File: config.mk
export PLATFORM = sky130hd
export DESIGN_NAME = stream_mux_arb
export DESIGN_NICKNAME = d
export VERILOG_FILES = /design/src/rtl/stream_mux_arb_pkg.sv /design/src/rtl/stream_mux_arb_rr_arbiter.sv /design/src/rtl/stream_mux_arb.sv
export SDC_FILE = /design/constraint.sdc
export NUM_CORES = 1
export LEC_CHECK = 0
export CAP_MARGIN = 40
export CELL_PAD_IN_SITES_DETAIL_PLACEMENT = 1
export CELL_PAD_IN_SITES_GLOBAL_PLACEMENT = 1
export CORE_MARGIN = 2
export CORE_UTILIZATION = 23
export CTS_BUF_LIST = sky130_fd_sc_hd__clkbuf_16
export CTS_CLUSTER_DIAMETER = 60
export DETAILED_ROUTE_END_ITERATION = 16
export HOLD_SLACK_MARGIN = 0.1
export MAX_ROUTING_LAYER = met4
export PLACE_DENSITY_LB_ADDON = 0.2
export SETUP_SLACK_MARGIN = 0.1
export SLEW_MARGIN = 30
export SYNTH_ARGS = -nofsm -noshare
export SYNTH_HDL_FRONTEND = slang
export SYNTH_HIERARCHICAL = 1
export SYNTH_SLANG_ARGS = --single-unit
File: constraint.sdc
create_clock -name clk -period 1.75 [get_ports clk]
set_clock_uncertainty 0.1 [all_clocks]
set_input_delay 0.35 -clock clk [delete_from_list [all_inputs] [get_ports clk]]
set_output_delay 0.35 -clock clk [all_outputs]
set_load 0.01 [all_outputs]
File: src/rtl/stream_mux_arb_pkg.sv
// Shared types and constants for the stream_mux_arb slice.
package stream_mux_arb_pkg;

  typedef enum logic {
    ST_IDLE   = 1'b0,
    ST_LOCKED = 1'b1
  } state_t;

  localparam int unsigned MODE_FIXED = 0;
  localparam int unsigned MODE_RR    = 1;

endpackage

File: src/rtl/stream_mux_arb_rr_arbiter.sv
// Combinational round-robin arbiter: the search starts one past rr_ptr and wraps.
module rr_arbiter #(
  parameter  int unsigned CHANNELS = 4,
  localparam int unsigned CW       = $clog2(CHANNELS)
) (
  input  logic [CHANNELS-1:0] req,
  input  logic [CW-1:0]       rr_ptr,
  output logic [CHANNELS-1:0] grant_oh,
  output logic [CW-1:0]       grant_idx,
  output logic                grant_any
);

  // First requester after rr_ptr, modulo CHANNELS; rr_ptr itself is searched last.
  always_comb begin
    int unsigned idx;
    idx       = 0;
    grant_oh  = '0;
    grant_idx = '0;
    grant_any = 1'b0;
    for (int unsigned k = 1; k <= CHANNELS; k++) begin
      idx = (32'(rr_ptr) + k) % CHANNELS;
      if (!grant_any && req[idx]) begin
        grant_any     = 1'b1;
        grant_oh[idx] = 1'b1;
        grant_idx     = CW'(idx);
      end
    end
  end

endmodule

File: src/rtl/stream_mux_arb.sv
// N-channel valid/ready stream multiplexer with a registered output stage and
// packet-locked arbitration (fixed select or round-robin).
module stream_mux_arb
  import stream_mux_arb_pkg::*;
#(
  parameter  int unsigned BITS     = 16,
  parameter  int unsigned CHANNELS = 4,
  parameter  int unsigned MODE     = MODE_FIXED,
  localparam int unsigned CW       = $clog2(CHANNELS)
) (
  input  logic                     clk,
  input  logic                     rst_n,
  input  logic [CHANNELS*BITS-1:0] in_data,
  input  logic [CHANNELS-1:0]      in_valid,
  input  logic [CHANNELS-1:0]      in_last,
  output logic [CHANNELS-1:0]      in_ready,
  input  logic [CW-1:0]            sel,
  output logic [BITS-1:0]          out_data,
  output logic                     out_valid,
  output logic                     out_last,
  output logic [CW-1:0]            out_chan,
  input  logic                     out_ready
);

  state_t                state;
  logic [CW-1:0]         lock_chan;
  logic [CW-1:0]         rr_ptr;
  logic [CHANNELS-1:0]   arb_oh;
  logic [CW-1:0]         arb_idx;
  logic                  arb_any;
  logic [CHANNELS-1:0]   grant_oh;
  logic [CW-1:0]         grant;
  logic                  space;
  logic                  xfer;
  logic [BITS-1:0]       mux_data;
  logic                  mux_last;

  rr_arbiter #(.CHANNELS(CHANNELS)) u_arb (
    .req       (in_valid),
    .rr_ptr    (rr_ptr),
    .grant_oh  (arb_oh),
    .grant_idx (arb_idx),
    .grant_any (arb_any)
  );

  // Grant selection: locked owner, else fixed sel or round-robin winner.
  // grant_oh carries grant_valid implicitly (all-zero means no grant).
  always_comb begin
    grant_oh = '0;
    grant    = '0;
    if (state == ST_LOCKED) begin
      grant = lock_chan;
      for (int unsigned i = 0; i < CHANNELS; i++) begin
        if (CW'(i) == lock_chan) grant_oh[i] = 1'b1;
      end
    end else if (MODE == MODE_RR) begin
      if (arb_any) begin
        grant    = arb_idx;
        grant_oh = arb_oh;
      end
    end else begin
      grant = sel;
      for (int unsigned i = 0; i < CHANNELS; i++) begin
        if (CW'(i) == sel) grant_oh[i] = in_valid[i];
      end
    end
  end

  // Handshake: only the granted channel sees ready, and only when the output can accept.
  always_comb begin
    space    = !out_valid || out_ready;
    in_ready = space ? grant_oh : '0;
    xfer     = |(in_ready & in_valid);
  end

  // Data/last mux for the granted channel.
  always_comb begin
    mux_data = '0;
    mux_last = 1'b0;
    for (int unsigned i = 0; i < CHANNELS; i++) begin
      if (CW'(i) == grant) begin
        mux_data = in_data[i*BITS +: BITS];
        mux_last = in_last[i];
      end
    end
  end

  // Output register, packet-lock FSM and round-robin pointer.
  always_ff @(posedge clk or negedge rst_n) begin
    if (!rst_n) begin
      state     <= ST_IDLE;
      lock_chan <= '0;
      rr_ptr    <= CW'(CHANNELS - 1);
      out_valid <= 1'b0;
      out_data  <= '0;
      out_last  <= 1'b0;
      out_chan  <= '0;
    end else begin
      if (xfer) begin
        out_valid <= 1'b1;
        out_data  <= mux_data;
        out_last  <= mux_last;
        out_chan  <= grant;
      end else if (out_ready) begin
        out_valid <= 1'b0;
      end

      case (state)
        ST_IDLE: begin
          if (xfer) begin
            if (mux_last) begin
              rr_ptr <= grant;
            end else begin
              state     <= ST_LOCKED;
              lock_chan <= grant;
            end
          end
        end
        ST_LOCKED: begin
          if (xfer && mux_last) begin
            state  <= ST_IDLE;
            rr_ptr <= lock_chan;
          end
        end
        default: state <= ST_IDLE;
      endcase
    end
  end

endmodule

==> flow_metrics.env, run 1 <==
export IMPL_hold_class="in -> async"
export IMPL_drc=0
export IMPL_ant_nets=0
export IMPL_clk_latency_ps=250
export IMPL_chipWidth_um=87.61
export IMPL_layout_commonest_cell="clkdlybuf4s50_1"
export IMPL_fin_util=0.4775
export IMPL_fp_row_count=30
export IMPL_fmax_mhz=499.6
export IMPL_p_per_area_nw_per_um2=1587
export IMPL_h_tree_depth=1
export IMPL_die_h_um=87.61
export IMPL_drv_cap=0
export IMPL_drt_total_wl_um=6214
export IMPL_ys_warn_count=6
export IMPL_cts_buffers=3
export IMPL_port_buffers=100
export IMPL_synth_top_area_cell="dfrtp_1"
export IMPL_tightest_slew_ps=356.9
export IMPL_post_place_ws_ps=-726.6
export IMPL_seq_area_frac_synth=0.3580
export IMPL_slew_headroom=0.7621
export IMPL_rsz0062_at_grt="yes"
export IMPL_antenna_found_initial=0
export IMPL_gr_usage_all_layers=0.1641
export IMPL_r2r_cells=7
export IMPL_synth_avg_cell_area_um2=8.691
export IMPL_drtIter0Drc=35
export IMPL_synth_top_cell_area_share=0.3580
export IMPL_worst_slack_ps=-251.5
export IMPL_cts_tree="built"
export IMPL_initial_core_util=0.2366
export IMPL_drv_slew=0
export IMPL_firstDrtPassIters=4
export IMPL_drive_gt1_frac=0.3279
export IMPL_vias_per_cell=4.643
export IMPL_clockBufferDepth=2
export IMPL_hold_violations=0
export IMPL_violations="negative setup slack"
export IMPL_synth_cells=185
export IMPL_hold_slack_ps=362.1
export IMPL_grt_first_pass_wirelength_um=9680
export IMPL_routedWlPerCell_um=15.50
export IMPL_grt_max_degree=35
export IMPL_r2r_setup_slack_ps=-250
export IMPL_root_buffer="clkbuf_16"
export IMPL_tns_ps=-4412
export IMPL_cp_arrival_ps=2040
export IMPL_r2r_end="lock_chan[1]"
export IMPL_outcome="finished with violations"
export IMPL_layout_common_cells="clkdlybuf4s50_1 (90), nand2_1 (37), buf_4 (22)"
export IMPL_final_nets=383
export IMPL_synth_area_um2=1608
export IMPL_overflow=0
export IMPL_grt_pass1_vias=1997
export IMPL_min_period_ps=2001
export IMPL_routed_via_count=1862
export IMPL_postSynthNetCount=262
export IMPL_ys_ff_latch=23
export IMPL_dp_hpwl_um=4362
export IMPL_synth_cell_types=31
export IMPL_p_leak_nw=1.308
export IMPL_critPathKind="reg -> reg"
export IMPL_clkTransAtPathRegs_ps=60
export IMPL_dieArea_um2=7676
export IMPL_cp_max_fo=4
export IMPL_diodes=0
export IMPL_p_total_w=0.005150
export IMPL_core_area_um2=6794
export IMPL_startpoint_type="flip-flop"
export IMPL_place_gp_congestion=0.7763
export IMPL_setup_viol=25
export IMPL_areaGrowthSynthToFinish_pct=101.8
export IMPL_vdd_drop_max_mv=0.5454
export IMPL_pin_count=101
export IMPL_cp_required_ps=1790
export IMPL_finalCritPeriodShare=1.144
export IMPL_end_kind="flip-flop"
export IMPL_clock_sinks=23
export IMPL_synthTopCellsByArea="dfrtp_1 (36%), mux2_2 (13%), nand2_1 (8.9%)"
## synth_stat cells (all sizes together)
| master | number |
|---|---|
| inv | 2 |
| o21a | 1 |
| and3b | 2 |
| o21ai | 6 |
| dfrtp | 23 |
| mux2i | 2 |
| a41oi | 1 |
| nand4b | 1 |
| nor3 | 1 |
| and2 | 17 |
| buf | 9 |
| a21o | 3 |
| nand2 | 38 |
| clkbuf | 6 |
| a211oi | 17 |
| or2 | 1 |
| nor2b | 3 |
| nor2 | 2 |
| mux2 | 19 |
| nand4 | 1 |
| nand3 | 1 |
| nor3b | 5 |
| a21oi | 6 |
| a21boi | 1 |
| a31oi | 17 |
## power breakdown
part / total, W / switching (W) / internal, W
sequential: 0.00103 / 0.000205 / 0.000824
combinational: 0.00362 / 0.00161 / 0.00201
clock: 0.000499 / 0.000192 / 0.000307
## per-layer routing
metal	up-vias	routed length, um	GRT usage
met5	-	0	-
met4	0	53	0.03776
met3	4	356	0.03299
met2	62	3072	0.2810
met1	890	2731	0.1990
li1	906	-	-
## worst max-delay path by stage
stage / slack, ps / start / endpoint
3_5_place_dp: -730 / sel[1] / out_data[13]
6_report: -250 / flip-flop / lock_chan[1]
4_1_cts: -250 / flip-flop / lock_chan[0]
3_3_place_gp: -700 / sel[1] / out_data[15]
5_1_grt: -330 / flip-flop / lock_chan[0]
2_1_floorplan: -100 / flip-flop / lock_chan[0]
## registers in the layout, indices dropped and copies added, names as in the netlist, named ones only
name / cells
out_chan: 2
out_data: 16
lock_chan: 2
out_last: 1
out_valid: 1
## stage by stage
| stage | cell area [um^2] | std cells |
|---|---|---|
| floorplan | 1644 | 185 |
| global placement | 2879 | 390 |
| detailed placement | 2879 | 390 |
| CTS | 3166 | 396 |
| global route | 3244 | 401 |
| finish | 3244 | 401 |
## what timing repair did
item / 4_1_cts / 5_1_grt
pin swaps: 7 / 6
buffers inserted: 1 / 4
gates cloned: 1 / 1
resized for setup: 68 / 13
hold endpoints to repair: 0 / 0
hold buffers: 0 / 0
setup endpoints to repair: 29 / 29
## kinds of logic after synthesis
kind of cell,after synthesis,synth area share
multiplexers,21,0.1479
AND/OR/NAND/NOR,72,0.2280
AO/OA/AOI/OAI,52,0.2163
flip-flops,23,0.3580
buffers and inverters,17,0.04980
## worst max-delay path, stage by stage (launching register included)
cell,delay (ps)
dfrtp_2,440
buf_6,140
mux2_4,330
buf_6,130
nand2_4,70
a31oi_4,90
nor3b_4,260
mux2_4,320
## area by class of cell
class	count	area [um^2]
clock buffers	3	75.07
clock inverters	1	5.005
fillers	786	3550
inverters	2	7.507
multi-input cells	145	1184
flip-flops and latches	23	578.1
well taps	96	120.1
repair buffers	131	1275
(Power assumes the default switching activity.)
==> run 2: changes to the inputs <==
CORE_ASPECT_RATIO = 0.7   (was default)
CORE_MARGIN = 8   (was 2)
==> flow_metrics.env, run 2 (synthesis results as in run 1) <==
export IMPL_firstDrtPassIters=4
export IMPL_initial_core_util=0.2380
export IMPL_end_kind="flip-flop"
export IMPL_port_buffers=100
export IMPL_place_gp_congestion=0.7651
export IMPL_rsz0062_at_grt="yes"
export IMPL_hold_class="in -> async"
export IMPL_h_tree_depth=1
export IMPL_drt_total_wl_um=6795
export IMPL_core_area_um2=6756
export IMPL_clkTransAtPathRegs_ps=60
export IMPL_layout_commonest_cell="clkdlybuf4s50_1"
export IMPL_max_flop_register="out_data"
export IMPL_drv_cap=0
export IMPL_clockBufferDepth=2
export IMPL_largest_reg_flops=16
export IMPL_areaGrowthSynthToFinish_pct=96.50
export IMPL_layout_common_cells="clkdlybuf4s50_1 (84), nand2_1 (38), buf_4 (27)"
export IMPL_fin_util=0.4676
export IMPL_startpoint_type="flip-flop"
export IMPL_cts_hold_buf=0
export IMPL_clk_latency_ps=250
export IMPL_grt_pass1_vias=2093
export IMPL_hold_violations=0
export IMPL_gr_usage_all_layers=0.1425
export IMPL_antenna_found_initial=0
export IMPL_drv_slew=0
export IMPL_overflow=0
export IMPL_drc=0
export IMPL_outcome="finished with violations"
export IMPL_crit_end="lock_chan[1]"
export IMPL_slew_headroom=0.7436
export IMPL_cp_required_ps=1790
export IMPL_cts_buffers=3
export IMPL_cp_arrival_ps=2060
export IMPL_p_per_area_nw_per_um2=1572
export IMPL_dieArea_um2=9964
export IMPL_fmax_mhz=494.4
export IMPL_cts_tree="built"
export IMPL_final_nets=384
export IMPL_tightest_slew_ps=382.3
export IMPL_grt_max_degree=35
export IMPL_routed_via_count=1848
export IMPL_vdd_drop_max_mv=0.5797
export IMPL_die_h_um=85.95
export IMPL_hold_slack_ps=361.8
export IMPL_min_period_ps=2023
export IMPL_top_regs="out_data: 16 flops, lock_chan: 2 flops, out_chan: 2 flops"
export IMPL_r2r_cells=7
export IMPL_drive_gt1_frac=0.2680
export IMPL_setup_viol=25
export IMPL_ant_nets=0
export IMPL_r2r_end="lock_chan[1]"
export IMPL_pin_count=101
export IMPL_grt_first_pass_wirelength_um=11050
export IMPL_routedWlPerCell_um=16.99
export IMPL_vias_per_cell=4.620
export IMPL_r2r_setup_slack_ps=-270
export IMPL_chipWidth_um=115.9
export IMPL_p_leak_nw=1.348
export IMPL_violations="negative setup slack"
export IMPL_root_buffer="clkbuf_16"
export IMPL_critPathKind="reg -> reg"
export IMPL_clock_sinks=23
export IMPL_fp_row_count=25
export IMPL_finalCritPeriodShare=1.156
export IMPL_drtIter0Drc=63
export IMPL_cp_max_fo=8
export IMPL_diodes=0
export IMPL_worst_slack_ps=-272.6
export IMPL_dp_hpwl_um=5247
run 2: cell types whose count changed in the layout (fill, tap and decap cells not counted), moves of 3 or more:
| cell | change |
|---|---|
| a211oi_2 | -14 |
| a211oi_1 | +14 |
| buf_6 | -3 |
| dlymetal6s2s_1 | +7 |
| clkdlybuf4s50_1 | -6 |
| buf_4 | +5 |
run 2: worst min-delay path by stage:
stage                                            end  slack (ps)  cells past startpoint
final                                    out_data[4]         360                      2
after detailed placement                 out_chan[0]         370                      1
after global routing                     out_data[4]         410                      2
after global placement                   out_chan[0]         370                      1
after floorplan           asynchronous set/reset pin         -50                      0
after CTS                                out_data[4]         380                      2
run 2: area by class of cell:
cell class                      count  area (um^2)
Tap cell                           94        117.6
Clock inverter                      1        3.754
Clock buffer                        3        75.07
Multi-Input combinational cell    145         1094
Fill cell                         793         3597
Timing Repair Buffer              132         1285
Sequential cell                    23        576.8
Inverter                            2        7.507
run 2: worst max-delay path, cell delays in order, from the launching register on:
cell and delay, ps:
dfrtp_1 400, buf_4 190, buf_4 160, mux2i_4 300, nand2_1 160, a31oi_4 230, nor3b_4 80, mux2_4 300
run 2: per-layer routing:
metal	share of wire	GRT usage	routed length [um]
met1	0.48	0.1810	3255
met4	0.0053	0.01172	36
met2	0.44	0.2177	2975
met3	0.078	0.05400	528
met5	0	-	0
run 2: report_power, final:
part           total, W  internal (W)  switching [W]
clock network  0.000486      0.000305       0.000181
registers       0.00100      0.000822       0.000182
logic           0.00348       0.00190        0.00157
total           0.00497       0.00303        0.00194
run 2: metrics by stage:
| step | std cells | setup TNS, ps | area (um^2) | worst slack (ps) | power, W |
|---|---|---|---|---|---|
| after floorplan | 185 | -1410 | 1644 | -104.0 | 0.002764 |
| after global placement | 388 | -17160 | 2902 | -746.4 | 0.004237 |
| after detailed placement | 388 | -18820 | 2902 | -788.9 | 0.004292 |
| after CTS | 395 | -5115 | 3092 | -275.5 | 0.004980 |
| after global routing | 400 | -7424 | 3159 | -357.6 | 0.005386 |
| final | 400 | -4782 | 3159 | -272.6 | 0.004966 |
run 2: timing repair:
item                                    in CTS  in global routing
setup buffers                                4                  6
gates cloned                                 0                  0
pin swaps                                   12                  6
gates resized for setup                     41                 13
endpoints found under the hold margin        0                  0
endpoints found under the setup margin      28                 36
